--- config.mk ---
export PLATFORM = sky130hd
export DESIGN_NAME = mp_seq_core_flat
export DESIGN_NICKNAME = d
export VERILOG_FILES = /design/src/rtl/mp_seq_core_if.sv /design/src/rtl/mp_seq_core.sv /design/src/flat_wrapper.sv
export SDC_FILE = /design/constraint.sdc
export NUM_CORES = 2
export LEC_CHECK = 0
export CAP_MARGIN = 40
export CORE_MARGIN = 1.5
export CORE_UTILIZATION = 40
export DETAILED_ROUTE_END_ITERATION = 16
export MAX_ROUTING_LAYER = met4
export RECOVER_POWER = 50
export SLEW_MARGIN = 20
export SYNTH_ARGS = -nofsm -noshare
export SYNTH_HDL_FRONTEND = slang
export SYNTH_SLANG_ARGS = --single-unit
--- constraint.sdc ---
create_clock -name clk -period 58.8 [get_ports clk]
set_input_delay 11.76 -clock clk [delete_from_list [all_inputs] [get_ports clk]]
set_output_delay 11.76 -clock clk [all_outputs]
set_load 0.02 [all_outputs]
--- src/rtl/mp_seq_core_if.sv ---
`default_nettype none
// ============================================================================
// Module      : mp_seq_core_if
// Description : Slave bus bundle for mp_seq_core.
//               sel  - slave select
//               wr   - 1 = write, 0 = read (qualified by sel)
//               addr - 16-bit word address
//               din  - 32-bit write data
//               dout - DATA_W-bit registered read data
// Revision    : 1.0 - initial release
// ============================================================================
interface mp_seq_core_if #(
  parameter int DATA_W = 32
) ();

  logic              sel;
  logic              wr;
  logic [15:0]       addr;
  logic [31:0]       din;
  logic [DATA_W-1:0] dout;

  modport master (output sel, output wr, output addr, output din, input dout);
  modport slave  (input sel, input wr, input addr, input din, output dout);

endinterface
`default_nettype wire

--- src/rtl/mp_seq_core.sv ---
`default_nettype none
// ============================================================================
// Module      : mp_seq_core
// Description : Bus-slave mini sequencer. Holds control, instruction and data
//               registers behind one slave port and runs the stored program
//               (ALU ops plus a shift-add multiply). Completion raises a
//               level interrupt.
// Ports       : clk             - clock, rising edge
//               rst             - asynchronous active-high reset
//               bus             - slave bus (sel/wr/addr/din in, dout out)
//               o_interrupt_out - level interrupt = done & int_en
// Map         : 0x000 CTRL (W bit0 start)     0x001 INT_EN (RW bit0)
//               0x002 STATUS {N,Z,err,busy,done} (W bit0 clears done/err)
//               0x003 PC (R)   0x100+i INST[i]   0x200+i DATA[i]
// Revision    : 1.0 - initial release
// ============================================================================
module mp_seq_core #(
  parameter int DATA_W     = 32,
  parameter int DATA_DEPTH = 16,
  parameter int INST_DEPTH = 16
) (
  input  wire logic          clk,
  input  wire logic          rst,
  mp_seq_core_if.slave       bus,
  output logic               o_interrupt_out
);

  localparam int c_da_w  = $clog2(DATA_DEPTH);
  localparam int c_ia_w  = $clog2(INST_DEPTH);
  localparam int c_cnt_w = $clog2(DATA_W);

  localparam logic [3:0] c_op_nop  = 4'h0;
  localparam logic [3:0] c_op_add  = 4'h1;
  localparam logic [3:0] c_op_sub  = 4'h2;
  localparam logic [3:0] c_op_and  = 4'h3;
  localparam logic [3:0] c_op_or   = 4'h4;
  localparam logic [3:0] c_op_xor  = 4'h5;
  localparam logic [3:0] c_op_mul  = 4'h6;
  localparam logic [3:0] c_op_halt = 4'hF;

  typedef enum logic [2:0] {
    S_IDLE    = 3'd0,
    S_FETCH   = 3'd1,
    S_EXEC    = 3'd2,
    S_MUL_RUN = 3'd3,
    S_DONE    = 3'd4
  } state_t;

  state_t r_state;
  state_t w_state_nxt;

  // Architectural registers
  logic [31:0]       r_inst [INST_DEPTH];
  logic [DATA_W-1:0] r_data [DATA_DEPTH];
  logic [c_ia_w-1:0] r_pc;
  logic [31:0]       r_ir;
  logic              r_int_en;
  logic              r_done;
  logic              r_err;
  logic              r_busy;
  logic              r_n;
  logic              r_z;

  // Multiplier: high half accumulates, low half starts as the multiplier and
  // shifts out one bit per cycle as product bits shift in.
  logic [2*DATA_W-1:0] r_prod;
  logic [DATA_W-1:0]   r_mcand;
  logic [c_cnt_w-1:0]  r_mul_cnt;

  // Bus decode
  logic w_bus_wr;
  logic w_bus_rd;
  logic w_inst_hit;
  logic w_data_hit;
  logic w_start;
  logic w_status_clr;
  logic [DATA_W-1:0] w_rd_data;

  // Instruction fields
  logic [3:0]        w_op;
  logic [c_da_w-1:0] w_dst;
  logic [c_da_w-1:0] w_dst_hi;
  logic [DATA_W-1:0] w_s1;
  logic [DATA_W-1:0] w_s2;
  logic [DATA_W-1:0] w_alu_res;
  logic              w_pc_last;

  // Multiplier step
  logic [DATA_W:0]     w_mul_sum;
  logic [2*DATA_W-1:0] w_prod_nxt;
  logic                w_mul_last;

  // FSM strobes
  logic w_fetch;
  logic w_alu_wr;
  logic w_mul_load;
  logic w_mul_step;
  logic w_mul_wr;
  logic w_pc_inc;
  logic w_err_set;
  logic w_done_set;

  logic w_unused_ok;

  // --------------------------------------------------------------------------
  // Bus decode
  // --------------------------------------------------------------------------
  assign w_bus_wr   = bus.sel & bus.wr;
  assign w_bus_rd   = bus.sel & ~bus.wr;
  // Offsets beyond the register depth are unmapped rather than aliased.
  assign w_inst_hit = (bus.addr[15:8] == 8'h01) && ((bus.addr[7:0] >> c_ia_w) == 8'd0);
  assign w_data_hit = (bus.addr[15:8] == 8'h02) && ((bus.addr[7:0] >> c_da_w) == 8'd0);

  assign w_start      = w_bus_wr && (bus.addr == 16'h0000) && bus.din[0] && !r_busy
                        && (r_state == S_IDLE);
  assign w_status_clr = w_bus_wr && (bus.addr == 16'h0002) && bus.din[0];

  always_comb begin
    w_rd_data = '0;
    if (bus.addr == 16'h0001) begin
      w_rd_data = DATA_W'(r_int_en);
    end else if (bus.addr == 16'h0002) begin
      w_rd_data = DATA_W'({r_n, r_z, r_err, r_busy, r_done});
    end else if (bus.addr == 16'h0003) begin
      w_rd_data = DATA_W'(r_pc);
    end else if (w_inst_hit) begin
      w_rd_data = r_inst[bus.addr[c_ia_w-1:0]][DATA_W-1:0];
    end else if (w_data_hit) begin
      w_rd_data = r_data[bus.addr[c_da_w-1:0]];
    end
  end

  assign o_interrupt_out = r_done & r_int_en;

  // --------------------------------------------------------------------------
  // Datapath combinational logic
  // --------------------------------------------------------------------------
  assign w_op      = r_ir[31:28];
  assign w_dst     = r_ir[16 +: c_da_w];
  assign w_dst_hi  = w_dst + c_da_w'(1);
  assign w_s1      = r_data[r_ir[8 +: c_da_w]];
  assign w_s2      = r_data[r_ir[0 +: c_da_w]];
  assign w_pc_last = (r_pc == c_ia_w'(INST_DEPTH - 1));

  always_comb begin
    w_alu_res = '0;
    case (w_op)
      c_op_add: w_alu_res = w_s1 + w_s2;
      c_op_sub: w_alu_res = w_s1 - w_s2;
      c_op_and: w_alu_res = w_s1 & w_s2;
      c_op_or:  w_alu_res = w_s1 | w_s2;
      c_op_xor: w_alu_res = w_s1 ^ w_s2;
      default:  w_alu_res = '0;
    endcase
  end

  assign w_mul_sum  = {1'b0, r_prod[2*DATA_W-1:DATA_W]}
                    + {1'b0, (r_prod[0] ? r_mcand : {DATA_W{1'b0}})};
  assign w_prod_nxt = {w_mul_sum, r_prod[DATA_W-1:1]};
  assign w_mul_last = (r_mul_cnt == c_cnt_w'(DATA_W - 1));

  // --------------------------------------------------------------------------
  // FSM
  // --------------------------------------------------------------------------
  always_ff @(posedge clk or posedge rst) begin
    if (rst) begin
      r_state <= S_IDLE;
    end else begin
      r_state <= w_state_nxt;
    end
  end

  always_comb begin
    w_state_nxt = r_state;
    w_fetch     = 1'b0;
    w_alu_wr    = 1'b0;
    w_mul_load  = 1'b0;
    w_mul_step  = 1'b0;
    w_mul_wr    = 1'b0;
    w_pc_inc    = 1'b0;
    w_err_set   = 1'b0;
    w_done_set  = 1'b0;
    case (r_state)
      S_IDLE: begin
        if (w_start) begin
          w_state_nxt = S_FETCH;
        end
      end
      S_FETCH: begin
        w_fetch     = 1'b1;
        w_state_nxt = S_EXEC;
      end
      S_EXEC: begin
        case (w_op)
          c_op_nop, c_op_add, c_op_sub, c_op_and, c_op_or, c_op_xor: begin
            w_alu_wr    = (w_op != c_op_nop);
            w_pc_inc    = 1'b1;
            w_state_nxt = w_pc_last ? S_DONE : S_FETCH;
          end
          c_op_mul: begin
            w_mul_load  = 1'b1;
            w_state_nxt = S_MUL_RUN;
          end
          c_op_halt: begin
            w_state_nxt = S_DONE;
          end
          default: begin
            w_err_set   = 1'b1;
            w_state_nxt = S_DONE;
          end
        endcase
      end
      S_MUL_RUN: begin
        w_mul_step = 1'b1;
        if (w_mul_last) begin
          w_mul_wr    = 1'b1;
          w_pc_inc    = 1'b1;
          w_state_nxt = w_pc_last ? S_DONE : S_FETCH;
        end
      end
      S_DONE: begin
        w_done_set  = 1'b1;
        w_state_nxt = S_IDLE;
      end
      default: begin
        w_state_nxt = S_IDLE;
      end
    endcase
  end

  // --------------------------------------------------------------------------
  // Registers
  // --------------------------------------------------------------------------
  always_ff @(posedge clk or posedge rst) begin
    if (rst) begin
      for (int i = 0; i < INST_DEPTH; i++) begin
        r_inst[i] <= '0;
      end
      for (int i = 0; i < DATA_DEPTH; i++) begin
        r_data[i] <= '0;
      end
      r_pc      <= '0;
      r_ir      <= '0;
      r_int_en  <= 1'b0;
      r_done    <= 1'b0;
      r_err     <= 1'b0;
      r_busy    <= 1'b0;
      r_n       <= 1'b0;
      r_z       <= 1'b0;
      r_prod    <= '0;
      r_mcand   <= '0;
      r_mul_cnt <= '0;
      bus.dout  <= '0;
    end else begin
      if (w_bus_rd) begin
        bus.dout <= w_rd_data;
      end

      if (w_bus_wr && (bus.addr == 16'h0001)) begin
        r_int_en <= bus.din[0];
      end

      // The core only writes registers while busy and the bus only while
      // idle, so these never target the same cycle.
      if (w_bus_wr && !r_busy && w_inst_hit) begin
        r_inst[bus.addr[c_ia_w-1:0]] <= bus.din;
      end
      if (w_bus_wr && !r_busy && w_data_hit) begin
        r_data[bus.addr[c_da_w-1:0]] <= bus.din[DATA_W-1:0];
      end

      if (w_status_clr) begin
        r_done <= 1'b0;
        r_err  <= 1'b0;
      end
      // Placed after the clear so a same-cycle set wins.
      if (w_done_set) begin
        r_done <= 1'b1;
      end
      if (w_err_set) begin
        r_err <= 1'b1;
      end

      if (w_start) begin
        r_busy <= 1'b1;
        r_pc   <= '0;
      end else if (w_done_set) begin
        r_busy <= 1'b0;
      end

      if (w_pc_inc) begin
        r_pc <= r_pc + c_ia_w'(1);
      end

      if (w_fetch) begin
        r_ir <= r_inst[r_pc];
      end

      if (w_alu_wr) begin
        r_data[w_dst] <= w_alu_res;
        r_n           <= w_alu_res[DATA_W-1];
        r_z           <= (w_alu_res == '0);
      end

      if (w_mul_load) begin
        r_mcand   <= w_s1;
        r_prod    <= {{DATA_W{1'b0}}, w_s2};
        r_mul_cnt <= '0;
      end else if (w_mul_step) begin
        r_prod    <= w_prod_nxt;
        r_mul_cnt <= r_mul_cnt + c_cnt_w'(1);
      end

      // Flags come from the full double-width product.
      if (w_mul_wr) begin
        r_data[w_dst]    <= w_prod_nxt[DATA_W-1:0];
        r_data[w_dst_hi] <= w_prod_nxt[2*DATA_W-1:DATA_W];
        r_n              <= w_prod_nxt[2*DATA_W-1];
        r_z              <= (w_prod_nxt == '0);
      end
    end
  end

  // Reserved instruction bits and din bits above DATA_W are intentionally ignored.
  assign w_unused_ok = ^{r_ir, bus.din};

endmodule
`default_nettype wire

--- src/flat_wrapper.sv ---
// flat-port wrapper written by rule: the top's interface ports become plain ports
module mp_seq_core_flat 
#(
  parameter int DATA_W     = 32,
  parameter int DATA_DEPTH = 16,
  parameter int INST_DEPTH = 16
)
  (clk, rst, o_interrupt_out, bus_sel, bus_wr, bus_addr, bus_din, bus_dout);
  mp_seq_core_if #(.DATA_W(DATA_W)) bus_i ();
  input  wire logic clk;
  input  wire logic rst;
  output logic o_interrupt_out;
  input wire logic [$bits(bus_i.sel)-1:0] bus_sel;
  input wire logic [$bits(bus_i.wr)-1:0] bus_wr;
  input wire logic [$bits(bus_i.addr)-1:0] bus_addr;
  input wire logic [$bits(bus_i.din)-1:0] bus_din;
  output wire logic [$bits(bus_i.dout)-1:0] bus_dout;
  assign bus_i.sel = bus_sel;
  assign bus_i.wr = bus_wr;
  assign bus_i.addr = bus_addr;
  assign bus_i.din = bus_din;
  assign bus_dout = bus_i.dout;
  mp_seq_core #(.DATA_W(DATA_W), .DATA_DEPTH(DATA_DEPTH), .INST_DEPTH(INST_DEPTH)) u_core (.clk(clk), .rst(rst), .bus(bus_i), .o_interrupt_out(o_interrupt_out));
endmodule
# After elaboration in Yosys (flattened, before gate mapping)
# Index checks and enable logic that the tools add are counted.
[totals] output_inout_bits=33 ff_bits=1202 elab_cells=194 input_bits=52
[classes] n_lt_le_gt_ge=9 eq_ne=20 n_reduce_logical=32 muxes=69 bitwise_logic=13 add_sub_neg=6
[ops] op="$bwmux 512" count=5
[ops] op="$mux 512" count=3
[ops] op="$bmux 32 s4" count=5
[ops] op="$mux 32" count=19
[ops] op="$demux 32 s4" count=3
[ops] op="$pmux 32 s5" count=1
[ops] op="$mux 64" count=2
[ops] op="$logic_not 64->1" count=1
[ops] op="$add 32x32->33" count=1
[ops] op="$add 32x32->32" count=1
[ops] op="$and 32x32->32" count=1
[ops] op="$eq 16x2->1 const B" count=2
[ops] op="$logic_not 32->1" count=1
[ops] op="$or 32x32->32" count=1
[ops] op="$sub 32x32->32" count=1
[ops] op="$xor 32x32->32" count=1
[ops] op="$ge 5x5->1 const B" count=6
[ops] op="$not 4->5" count=6
[ops] op="$mux 1" count=21
[ops] op="$eq 16x1->1 const B" count=1
[ops] op="$logic_not 16->1" count=1
[ops] op="$logic_and 1x1->1" count=15
[ops] op="$lt 5x1->1 const B" count=3
[ops] op="$eq 4x3->1 const B" count=3
[ops] op="other kinds (29)" count=45

# Logic depth before layout (Yosys ltp)
[depth] word_depth=12 ltp_mapped=28 ltp_nobuf=24

# Least setup slack after synthesis
# Ideal clock, no wire load.
[synth_path] kind="input port to flip-flop" startpoint="input port bus_addr[0]" endpoint="register u_core.r_data[213] (netlist bit)" cell_stages=13 path_slack_ns=44.044 setup_ns=0.137 arrival_ns=14.619 path_cell_list="buf_2 > clkbuf_1 > buf_1 > buf_1 > nor2b_1 > nand2_1 > buf_1 > mux2i_1 > nand2_1 > o211ai_1 > o21ai_0 > nor2_1 > a21oi_1"
[synth_between] elab_chain_len=12 word_cells_on_any_way=13 classes_between="order compare (2); mux (9); bitwise (1); reduce/logical (1)"
[synth_lines] element="start, declared" line="flat_wrapper.sv:15" source="input wire logic [$bits(bus_i.addr)-1:0] bus_addr;"
[synth_lines] element="$not 4->5 (not written as such) (*)" line="mp_seq_core.sv:269" source="r_data[bus.addr[c_da_w-1:0]] <= bus.din[DATA_W-1:0];"
[synth_lines] element="$ge 5x5->1 (not written as such) or $lt 5x1->1 (tied branches)" line="mp_seq_core.sv:269"
[synth_lines] element="$logic_and 1x1->1 (not written as such)" line="mp_seq_core.sv:269"
[synth_lines] element="$mux 32 (not written as such)" line="mp_seq_core.sv:269"
[synth_lines] element="$demux 32 s4 (*)" line="mp_seq_core.sv:269"
[synth_lines] element="$bwmux 512 (*)" line="mp_seq_core.sv:269"
[synth_lines] element="$mux 512 (*)" line="mp_seq_core.sv:268" source="if (w_bus_wr && !r_busy && w_data_hit) begin"
[synth_lines] element="$bwmux 512" line="mp_seq_core.sv:300" source="r_data[w_dst] <= w_alu_res;"
[synth_lines] element="$mux 512 (*)" line="mp_seq_core.sv:299" source="if (w_alu_wr) begin"
[synth_lines] element="$bwmux 512" line="mp_seq_core.sv:316" source="r_data[w_dst] <= w_prod_nxt[DATA_W-1:0];"
[synth_lines] element="$bwmux 512" line="mp_seq_core.sv:317" source="r_data[w_dst_hi] <= w_prod_nxt[2*DATA_W-1:DATA_W];"
[synth_lines] element="$mux 512 (*)" line="mp_seq_core.sv:315" source="if (w_mul_wr) begin"
[synth_lines] element="end signal, assigned by index" line="mp_seq_core.sv:300"
[synth_lines] element="end signal, assigned by index" line="mp_seq_core.sv:316"
[synth_lines] element="end signal, assigned by index" line="mp_seq_core.sv:317"
[synth_lines] element="end, declared" line="mp_seq_core.sv:54" source="logic [DATA_W-1:0] r_data [DATA_DEPTH];"
# Mark *: on every way between the ends. The rest lies on a longest branch, timed or not.
# A chain may end at the register's enable or synchronous reset.

==> impl_metrics.py <==
metrics = {
    "detailed_routing": {
        "drt_iter0_drc": 11962,
        "wl_met3_um": 54230,
        "routed_wl_um": 378200,
        "wl_met2_um": 157500,
        "vias": 80863,
        "topRoutingLayerUsed": "met4",
        "wl_met1_um": 141600,
        "final_antenna_net_count": 0,
        "drc": 0,
        "wire_per_inst_um": 32.26,
        "viasPerCell": 6.897,
        "drt_pass1_iterations": 9,
    },
    "synthesis": {
        "ys_seq_area_share_pct": 33.62,
        "synthesis.nets": 9352,
        "synth_edf_count": 0,
        "synthFlopType": "dfrtp_1",
        "syn_area_um2": 88270,
        "avgSynthCellArea_um2": 9.636,
        "synth_most_common_cell": "dfrtp_1",
        "synth_cell_types": 97,
        "async_reset_ff_share_pct": 100.0,
        "synth_seq_cells": 1186,
        "synth_top_area_cell": "dfrtp_1",
        "synth_top_area_share_pct": 33.62,
        "netlist_instances": 9161,
        "ys_top_cells_by_area": "dfrtp_1 34%, mux4_2 17%, mux2i_1 7.2%, mux2_2 6.7%, a21oi_1 5.3%",
        "ys_top_cells_by_count": "1,186 x dfrtp_1, 974 x nand2_1, 936 x a21oi_1",
        "synth_warnings": 0,
    },
    "final_layout": {
        "syn_to_final_growth_pct": 11.47,
        "final_util_pct": 44.83,
        "finalNetCount": 8920,
        "finalNonFillerCells": 11724,
        "nFillCells": 20416,
        "fin_area_um2": 98400,
        "layout-drive-gt1-share_pct": 21.77,
    },
    "worst_setup_path": {
        "r2r_cells": 23,
        "critPathKind": "primary input to async pin",
        "r2r_slack_ns": 46.07,
        "worst_ep_required_time_ns": 57.61,
        "cp_data_arrival_time_ns": 26.28,
        "endpoint_kind": "async pin",
        "reg2reg_from": "u_core.r_ir[3]",
        "crit_path_max_fanout": 132,
        "r2r_end": "u_core.r_z",
        "cp-start-kind": "primary input",
    },
    "run": {
        "cap_viol_max_count": 35,
    },
    "timing": {
        "hold_viol": 0,
        "fmax_ghz": 0.03640,
        "tns_ns": 0,
        "grt_setup_unrepaired": "false",
        "hold_slack_ns": 0.4712,
        "worst_pin_slew_ns": 8.477,
        "fin_crit_sh_pct": 46.72,
        "setup_ws_ns": 31.33,
        "finalSetupViolCount": 0,
        "fin_skew_ns": 0.05856,
        "layout_min_cycle_time_ns": 27.47,
        "relSlewSlack_pct": -465.2,
        "maxSlewViolCount": 1589,
    },
    "power": {
        "ir_worst_vdd_v": 0.00002597,
        "total_power_mw": 1.999,
        "power_density_nw_per_um2": 20.31,
        "leakagePower_nw": 43.39,
    },
    "grt": {
        "overflow": 0,
        "grtUsageTotal_pct": 34.05,
        "grt_max_degree": 259,
        "grt_pass1_wl_um": 544200,
        "antenna_found_initial": 13,
        "grt_pass1_vias": 78263,
    },
    "worst_hold_path": {
        "hold_path_depth": 2,
        "worst_hold_path_type": "flop to flop",
        "hold_end": "u_core.r_mcand[26]",
        "hold_start": "u_core.r_mcand[26]",
    },
    "place": {
        "port_buffers": 84,
        "dp.cells": 11425,
        "post_dp_cell_area_um2": 93070,
        "place_ws_ns": 42.19,
        "dp_hpwl_um": 230800,
        "place_congestion": 0.9906,
    },
    "cts": {
        "cts_buffer_depth": 3,
        "ctsRootBufferMaster": "clkbuf_16",
        "hold_buffers": 0,
        "clkTransAtPathRegs_ns": 0.05,
        "cts_sinks": 1186,
        "cts_resized": 0,
        "cts_made_buffers": 145,
        "htreeDepth": 4,
        "cts_setup_buffers": 0,
        "clk_latency_ns": 0.85,
        "cts_tree": "done",
    },
    "die": {
        "die_h_um": 472.8,
        "core-area_um2": 219500,
        "fp-row-count": 172,
        "die_area_um2": 223500,
        "die_x_um": 472.8,
        "start_util_pct": 40.21,
        "io_pins": 85,
    },
    "outcome": {
        "status": "finished, violations left",
        "violations": "max-capacitance violations, max-slew violations",
    },
}
[logic make-up after synthesis]
family / after synthesis / synth area share, %
adder cells (fa/ha/maj): 139 / 1.987
XOR/XNOR: 77 / 0.7640
AND/OR/NAND/NOR: 2293 / 10.77
flip-flops: 1186 / 33.62
multiplexers: 1846 / 31.30
buffers and inverters: 1143 / 5.022
AO/OA/AOI/OAI: 2477 / 16.54
[where the power goes]
group | switching, mW | internal (mW) | leakage, nW
registers | 0.0151 | 0.819 | 15.3
logic | 0.110 | 0.0559 | 25.5
clock network | 0.409 | 0.590 | 2.56
[state kept, by name, indices dropped and copies added, names as in the netlist, 3 cells and up]
| signal | cells |
|---|---|
| u_core.r_mcand | 32 |
| u_core.r_ir | 16 |
| u_core.r_data | 512 |
| u_core.r_inst | 512 |
| u_core.r_mul_cnt | 5 |
| u_core.r_pc | 4 |
| u_core.r_prod | 64 |
| u_core.r_state | 3 |
| u_core.bus.dout | 32 |
[cell usage in the layout (no fill, tap or decap), types with 26 or more instances in the layout]
master / synthesis / layout
dfrtp_1: 1186 / 1180
nand2_1: 974 / 946
a21oi_1: 936 / 936
nor2_1: 928 / 904
o21ai_0: 776 / 778
mux4_2: 678 / 678
mux2i_1: 639 / 640
mux2_2: 528 / 527
buf_4: 1 / 221
a211oi_1: 212 / 211
o211ai_1: 192 / 192
clkbuf_16: 0 / 146
ha_1: 137 / 137
inv_1: 120 / 119
nand3_1: 106 / 95
clkbuf_1: 832 / 75
nor3_1: 70 / 62
xnor2_1: 57 / 49
clkdlybuf4s50_1: 0 / 44
a22o_1: 42 / 42
a31oi_1: 43 / 41
and2_1: 43 / 41
dlygate4sd3_1: 0 / 35
clkbuf_8: 0 / 33
a221oi_1: 34 / 31
buf_16: 0 / 31
buf_8: 0 / 29
o2bb2ai_1: 27 / 27
a22oi_1: 26 / 26
a21o_1: 26 / 26
[layer usage]
metal | track usage (%) | vias to the layer above
li1 | - | 32925
met1 | 43.18 | 40604
met2 | 47.33 | 5911
met3 | 11.82 | 1423
met4 | 18.58 | 0
met5 | - | -
[how the worst max path moves through the flow]
stage | start | end | slack, ns | cells after the start
floorplan | rst | u_core.bus.dout[0] | 13.63 | 1
global placement | bus_addr[5] | u_core.r_data[370] | 42.00 | 14
detailed placement | bus_addr[5] | u_core.r_data[273] | 42.19 | 12
CTS | bus_addr[5] | u_core.r_data[274] | 43.09 | 12
global route | rst | u_core.r_data[382] | 28.84 | 6
finish | rst | u_core.r_prod[39] | 31.33 | 6
[critical path, stage by stage]
cell and delay, ns:
dlygate4sd3_1 0.54, clkinvlp_2 0.51, clkbuf_1 4.03, clkbuf_1 0.94, clkbuf_1 2.16, clkbuf_1 5.98
[cell type report]
type / count / area (um^2) / share of cell area [%]
flip-flops and latches: 1186 / 29700 / 30.18
repair buffers: 436 / 4438 / 4.510
well taps: 2871 / 3592 / 3.651
inverters: 128 / 481.7 / 0.4895
multi-input cells: 6832 / 54950 / 55.84
clock buffers: 211 / 4228 / 4.297
diodes: 6 / 15.01 / 0.01526
clock inverters: 54 / 998.5 / 1.015
Power figures use the tool's default switching activity.
